<file path="config.mk">
export PLATFORM = sky130hd
export DESIGN_NAME = serial_adder
export DESIGN_NICKNAME = d
export VERILOG_FILES = /design/src/rtl/serial_adder_pkg.sv /design/src/rtl/serial_adder_bitcell.sv /design/src/rtl/serial_adder.sv
export SDC_FILE = /design/constraint.sdc
export NUM_CORES = 1
export LEC_CHECK = 0
export CORE_AREA = 3 3 60 62
export DETAILED_ROUTE_END_ITERATION = 10
export DIE_AREA = 0 0 63 65
export HOLD_SLACK_MARGIN = 0.1
export PLACE_DENSITY = 0.87
export RECOVER_POWER = 50
export SLEW_MARGIN = 20
export SYNTH_ARGS = -nofsm -noshare
export SYNTH_HDL_FRONTEND = slang
export SYNTH_SLANG_ARGS = --single-unit
</file>
<file path="constraint.sdc">
create_clock -name clk -period 2.25 [get_ports clk]
set_input_delay 0.3375 -clock clk [delete_from_list [all_inputs] [get_ports clk]]
set_output_delay 0.3375 -clock clk [all_outputs]
set_load 0.005 [all_outputs]
</file>
<file path="src/rtl/serial_adder_pkg.sv">
// Shared definitions for the bit-serial adder: FSM state encodings and default width.
package serial_adder_pkg;

  localparam int DEFAULT_WIDTH = 8;

  typedef enum logic [1:0] {
    IDLE = 2'd0,
    RUN  = 2'd1,
    DONE = 2'd2
  } state_e;

endpackage

</file>
<file path="src/rtl/serial_adder_bitcell.sv">
// One-bit combinational full adder used as the serial adder's only arithmetic cell.
module serial_add_bitcell (
  input  logic a,
  input  logic b,
  input  logic ci,
  output logic s,
  output logic c
);

  assign s = a ^ b ^ ci;
  assign c = (a & b) | (a & ci) | (b & ci);

endmodule

</file>
<file path="src/rtl/serial_adder.sv">
// Bit-serial two-operand adder, LSB first, one bit per clock, valid/ready on both sides.
// Optional subtraction is enabled with `define SERIAL_ADDER_SUB_EN.
//
// state | meaning
// IDLE  | waiting for operands, in_ready high
// RUN   | adding one bit per clock
// DONE  | result presented, out_valid high until out_ready
module serial_adder
  import serial_adder_pkg::*;
#(
  parameter int WIDTH = DEFAULT_WIDTH
) (
  input  logic             clk,
  input  logic             rst_n,
  input  logic             in_valid,
  output logic             in_ready,
  input  logic [WIDTH-1:0] a,
  input  logic [WIDTH-1:0] b,
  input  logic             cin,
  input  logic             sub,
  output logic             out_valid,
  input  logic             out_ready,
  output logic [WIDTH-1:0] sum,
  output logic             cout,
  output logic             ovf
);

  localparam int CNT_W = $clog2(WIDTH);

  state_e             state_q, state_d;
  logic [WIDTH-1:0]   a_sh, b_sh;
  logic               carry;
  logic [CNT_W-1:0]   cnt;
  logic               bit_s, bit_c;
  logic               last_bit;
  logic [WIDTH-1:0]   b_ld;
  logic               c_ld;

`ifdef SERIAL_ADDER_SUB_EN
  // a - b = a + ~b + 1
  assign b_ld = sub ? ~b : b;
  assign c_ld = sub ? 1'b1 : cin;
`else
  logic sub_unused;
  assign sub_unused = sub;
  assign b_ld       = b;
  assign c_ld       = cin;
`endif

  serial_add_bitcell u_bitcell (
    .a  (a_sh[0]),
    .b  (b_sh[0]),
    .ci (carry),
    .s  (bit_s),
    .c  (bit_c)
  );

  assign last_bit  = (state_q == RUN) && (cnt == CNT_W'(WIDTH - 1));
  assign in_ready  = (state_q == IDLE);
  assign out_valid = (state_q == DONE);

  always_ff @(posedge clk or negedge rst_n) begin
    if (!rst_n) state_q <= IDLE;
    else        state_q <= state_d;
  end

  always_comb begin
    state_d = state_q;
    case (state_q)
      IDLE:    if (in_valid)  state_d = RUN;
      RUN:     if (last_bit)  state_d = DONE;
      DONE:    if (out_ready) state_d = IDLE;
      default:                state_d = IDLE;
    endcase
  end

  // Sum bits are collected in the vacated MSBs of a_sh so the result register
  // only changes at completion and stays stable until the next one.
  always_ff @(posedge clk or negedge rst_n) begin
    if (!rst_n) begin
      a_sh  <= '0;
      b_sh  <= '0;
      carry <= 1'b0;
      cnt   <= '0;
      sum   <= '0;
      cout  <= 1'b0;
      ovf   <= 1'b0;
    end else begin
      case (state_q)
        IDLE: begin
          if (in_valid) begin
            a_sh  <= a;
            b_sh  <= b_ld;
            carry <= c_ld;
            cnt   <= '0;
          end
        end
        RUN: begin
          a_sh  <= {bit_s, a_sh[WIDTH-1:1]};
          b_sh  <= {1'b0, b_sh[WIDTH-1:1]};
          carry <= bit_c;
          cnt   <= cnt + CNT_W'(1);
          if (last_bit) begin
            sum  <= {bit_s, a_sh[WIDTH-1:1]};
            cout <= bit_c;
            ovf  <= carry ^ bit_c;
          end
        end
        default: ;
      endcase
    end
  end

endmodule
</file>
==> results.toml, run 1 <==
[synth]
yosysWarnings = 0
async_flop_share_pct = 100
avgSynthCellArea_um2 = 13.2
synth_edf_count = 0
yosysSeqAreaShare_pct = 51.4
synth_cell_types = 30
synth_flop_cell = "dfrtp_1"
yosys-top-cells-count = "32 x dfrtp_1, 10 x mux2_2, 9 x or4b_1"
synth_top_area_cell = "dfrtp_1"
syn_nets = 143
yosys-top-cells-area = "dfrtp_1 51%, mux2_2 7.2%, or4b_1 5.8%"
synth_seq_cells = 32
syn_area_mm2 = 0.00156
yosysMostFrequentCell = "dfrtp_1"
synth.top_cell.area_share_pct = 51.4
syn_inst = 118

[place]
gp_congestion = 0.757
dp.cells = 187
portBuffers = 32
dp_hpwl_um = 2080
dp_slack_ns = 0.398

[global_route]
grt_max_degree = 33
grt_first_pass_wirelength_um = 5210
grt_remaining_overflow = 0
antenna_found_initial = 0
grt_usage_pct = 16.8
grt_pass1_vias = 1047

[timing]
layout_min_cycle_time_ns = 1.84
fmax_mhz = 543
worst_slack_ns = 0.409
setup_viol = 0
fin_skew_ns = 0.00444
fin_crit_sh_pct = 81.8
finalHoldViolCount = 0
relSlewSlack_pct = 52.5
drv_slew = 0
tns_ns = 0
grt_setup_unrepaired = "no"
timing_worst_slew_pin_value_ns = 0.710

[clocking]
cts_tree = "done"
insertion_delay_ns = 0.32
cts_root_buf = "clkbuf_4"
cts-resized-gates = 0
cts_hold_buf = 0
clock_sinks = 32
cts_setup_buffers = 0
path_clk_slew_ns = 0.09
cts_htree_levels = 2
cts_buffer_depth = 2
numCtsBuffers = 5

[floorplanning]
rows = 20
io_pins = 34
fp.dieH_um = 65
start_util_pct = 50.7
dieArea_mm2 = 0.00410
die_x_um = 63
core-area_mm2 = 0.00308

[critical_path]
cp.arrival_ns = 1.50
worst_ep_required_time_ns = 1.91
worstSetupStartpointType = "register"
cp_max_fo = 3
critPathKind = "reg2out"
end_kind = "output port"

[final_layout]
antenna_cells = 0
utilization_pct = 62.4
drive_gt1_share_pct = 18.5
nets = 175
area_growth_pct = 23.3
fin_cells = 195

[pwr]
power.density_mw_per_mm2 = 1240
p_leak_nw = 0.788
ir_worst_vdd_mv = 0.710
finalPower_mw = 2.38

[route]
drt.antenna.violating_nets = 0
routed_via_density = 5.35
wl_per_cell_um = 15.3
first_pass_iters = 4
vias = 1044
drt_wl_total_um = 2980
drcViolationCount = 0
drt_iter0_markers = 25

[status]
run_status = "finished, final reports clean"

[job]
cap_violations = 0

[worst_hold_path]
hp-class = "in2async"
-- kinds of logic after synthesis --
logic type / after synthesis / synth area share, %
adders and majority gates: 3 / 2.89
xor gates and xnor gates: 1 / 0.562
and+or+nand+nor: 29 / 16.1
buffers and inverters: 19 / 7.38
muxes: 11 / 7.87
AOI/OAI and AO/OA: 23 / 13.8
DFF: 32 / 51.4
-- report_power, final --
group          internal, mW  leakage, nW  switching [mW]
clock network         0.154       0.0326           0.183
registers             0.852        0.369           0.170
logic                 0.615        0.386           0.405
-- final timing paths --
| kind | to | slack [ns] | start | cells past startpoint |
|---|---|---|---|---|
| min | a_sh[5] | 0.47 | rst_n | 2 |
| max | in_ready | 0.41 | state_q[1] | 2 |
| max in group asynchronous | a_sh[3] | 1.48 | rst_n | 2 |
| min reg2reg | cnt[0] | 0.49 | cnt[0] | 1 |
| min in group clk | cnt[0] | 0.49 | cnt[0] | 1 |
| max reg2reg | sum[2] | 0.51 | cnt[0] | 4 |
-- critical path, cell delays in order, from the launching register on --
cell and delay (ns):
dfrtp_1 0.41, nor2_1 0.23, clkdlybuf4s50_1 0.55
-- per-layer routing --
| layer | global-route usage, % | vias to the layer above | part of all wire [%] |
|---|---|---|---|
| li1 | - | 510 | - |
| met1 | 22.7 | 503 | 45 |
| met2 | 24.5 | 26 | 49 |
| met3 | 5.89 | 5 | 4.3 |
| met4 | 6.61 | 0 | 1.8 |
| met5 | 0 | - | 0 |
-- through the flow --
stage	instance area [um2]	hold slack, ns
global route	1920	0.463
floorplan	1560	0.0419
global placement	1880	0.475
finish	1920	0.466
CTS	1940	0.401
detailed placement	1880	0.488
-- state kept, by name, summed over array words and instances (netlist names) --
name	cells
a_sh	8
b_sh	8
sum	8
cnt	3
state_q	2
carry	1
cout	1
ovf	1
-- placed cells by master, fill, tap and decap left out, types with 2 or more instances in the layout --
cell type / Yosys / layout
nor4b_1: 6 / 6
a22o_1: 2 / 2
dlygate4sd3_1: 0 / 2
ha_1: 2 / 2
dfrtp_1: 32 / 32
clkbuf_1: 1 / 2
clkbuf_4: 0 / 5
nor3b_1: 7 / 7
clkdlybuf4s50_1: 0 / 30
o221a_2: 7 / 7
mux2_2: 10 / 10
buf_4: 0 / 4
inv_1: 8 / 8
or4b_1: 9 / 9
nor2b_1: 2 / 2
o221a_1: 2 / 2
a211oi_1: 6 / 6
-- cell type report --
class,instances,area [um2]
fillers,257,1160
flip-flops and latches,32,801
multi-input cells,67,627
repair buffers,36,350
clock buffers,8,58.8
well taps,44,55.1
inverters,8,30.0
Note: power is estimated with default switching activity, not from simulation.
==> inputs of run 2 (changes only) <==
Settings changed: CORE_AREA 3 3 60 62 to 3 3 63 65, DIE_AREA 0 0 63 65 to 0 0 66 68, PLACE_DENSITY 0.87 to 0.84.
Clock period 2.25 ns to 1.6 ns, I/O delays scaled along.
==> run 2 against run 1 <==
Against the previous run:
- first-iteration DRC count grew to 2.6 times the previous value
- non-clock buffer count is 13 higher
- die area up 9.6%
- combinational power up 64%
- core utilization is 0.83 points lower
- final cell count increased by 7.7%
- clock power rose by 76%
- clock skew increased by 0.0034 ns
- wire length grew 10%
- global-route usage fell by 0.72 points
- flip-flop and latch count stayed put
- design area up 8.7%
- critical path type is now reg2reg
==> results.toml, run 2 (synthesis results as in run 1) <==
[status]
run_status = "finished, final reports clean"

[clocking]
path_clk_slew_ns = 0.09
numCtsBuffers = 5
cts_buffer_depth = 2
insertion_delay_ns = 0.33
cts_hold_buf = 0
clock_sinks = 32
cts_htree_levels = 2
cts_root_buf = "clkbuf_4"
cts_tree = "done"

[place]
portBuffers = 32
gp_congestion = 0.811
dp.cells = 196
dp_slack_ns = -0.108
dp_hpwl_um = 2320

[floorplanning]
io_pins = 34
core-area_mm2 = 0.00339
rows = 21
start_util_pct = 46.0
die_x_um = 66
dieArea_mm2 = 0.00449
fp.dieH_um = 68

[pwr]
finalPower_mw = 3.70
power.density_mw_per_mm2 = 1770
p_leak_nw = 0.896
ir_worst_vdd_mv = 0.714

[critical_path]
cp_max_fo = 11
crit_chain = "buf_4 -> buf_4 -> buf_6 -> or4b_1 -> o221a_2"
cp.arrival_ns = 1.79
end_kind = "register"
worst_ep_required_time_ns = 1.82
slowest_stage = "or4b_1"
cp_num_buf_inv = 3
path_delay_family = "simple AND/OR/NAND/NOR gates"
rrSetupSlack_ns = 0.03
slowest_delay_ns = 0.52
crit_top_cell = "buf_4"
worstSetupStartpointType = "register"
critPathKind = "reg2reg"

[timing]
worst_slack_ns = 0.0325
layout_min_cycle_time_ns = 1.57
timing_worst_slew_pin_value_ns = 0.775
fmax_mhz = 638
drv_slew = 0
whs_ns = 0.462
fin_skew_ns = 0.00779
fin_crit_sh_pct = 98.0
finalHoldViolCount = 0
setup_viol = 0
relSlewSlack_pct = 48.4

[job]
cap_violations = 0

[route]
first_pass_iters = 4
drt_iter0_markers = 65
drt.antenna.violating_nets = 0
wl_per_cell_um = 15.7
vias = 1131
drt_wl_total_um = 3290
routed_via_density = 5.39
drcViolationCount = 0

[global_route]
grt_usage_pct = 16.1
grt_first_pass_wirelength_um = 5400
grt_pass1_vias = 1126
grt_max_degree = 33
grt_remaining_overflow = 0
antenna_found_initial = 0

[final_layout]
nets = 188
antenna_cells = 0
fin_cells = 210
final_common_cell = "dfrtp_1"
reg_top3 = "a_sh x8, b_sh x8, sum x8"
fill_cells = 257
drive_gt1_share_pct = 29.9
area_growth_pct = 33.9
layout_common_cells = "32 x dfrtp_1, 28 x clkdlybuf4s50_1, 12 x buf_4"

[worst_hold_path]
hp-class = "in2reg"
## run 2: changes by cell type in the layout (fill, tap and decap cells not counted), moves of 2 or more
| cell | before | now |
|---|---|---|
| buf_4 | 4 | 12 |
| buf_6 | 0 | 4 |
| clkdlybuf4s50_1 | 30 | 28 |
| dlygate4sd2_1 | 0 | 2 |
## run 2: worst register-to-register path, delay by kind of cell (launching register included)
kind | cells | cell delay, ns
and+or+nand+nor | 1 | 0.52
buffers and inverters | 3 | 0.41
DFF | 1 | 0.39
AOI/OAI and AO/OA | 1 | 0.14
## run 2: timing repair
item / in CTS / in global routing
setup endpoints to repair: 2 / 17
setup buffers: 4 / 2
gates resized for setup: 4 / 7
pin swaps: 1 / 2
## run 2: metrics by stage
stage               util [%]  setup TNS [ns]  instance area (um2)
floorplan                  -               0                 1560
finish                  61.6               0                 2090
global placement        57.1          -0.278                 1930
global route            61.6         -0.0108                 2090
CTS                     60.4               0                 2050
detailed placement      57.1          -0.938                 1930
## run 2: final timing paths
check,start,depth (start not counted),end
hold / removal,out_ready,2,state_q[1]
setup reg to reg,state_q[1],5,b_sh[4]
setup / recovery,state_q[1],5,b_sh[4]
max in group asynchronous,rst_n,2,cnt[2]
min in group asynchronous,rst_n,2,a_sh[5]
hold reg to reg,cnt[0],1,cnt[0]
## run 2: metal layers
metal	vias up	global-route usage (%)	part of all wire, %	wire length [um]
li1	537	-	-	-
met1	563	19.2	43	1400
met2	25	27.5	51	1680
met3	6	5.09	4.6	152
met4	0	5.33	1.5	50
met5	-	0	0	0
## run 2: cell type report
cell class	instances	area, um2	area share (%)
sequential	32	801	38.3
multi-input combinational	67	666	31.9
timing repair buffer	49	458	21.9
tap	46	57.6	2.76
clock buffer	6	41.3	1.98
clock inverter	2	35.0	1.68
inverter	8	30.0	1.44
## run 2: power by group
group / switching (mW) / internal [mW]
clock: 0.267 / 0.327
sequential: 0.237 / 1.20
combinational: 0.643 / 1.03
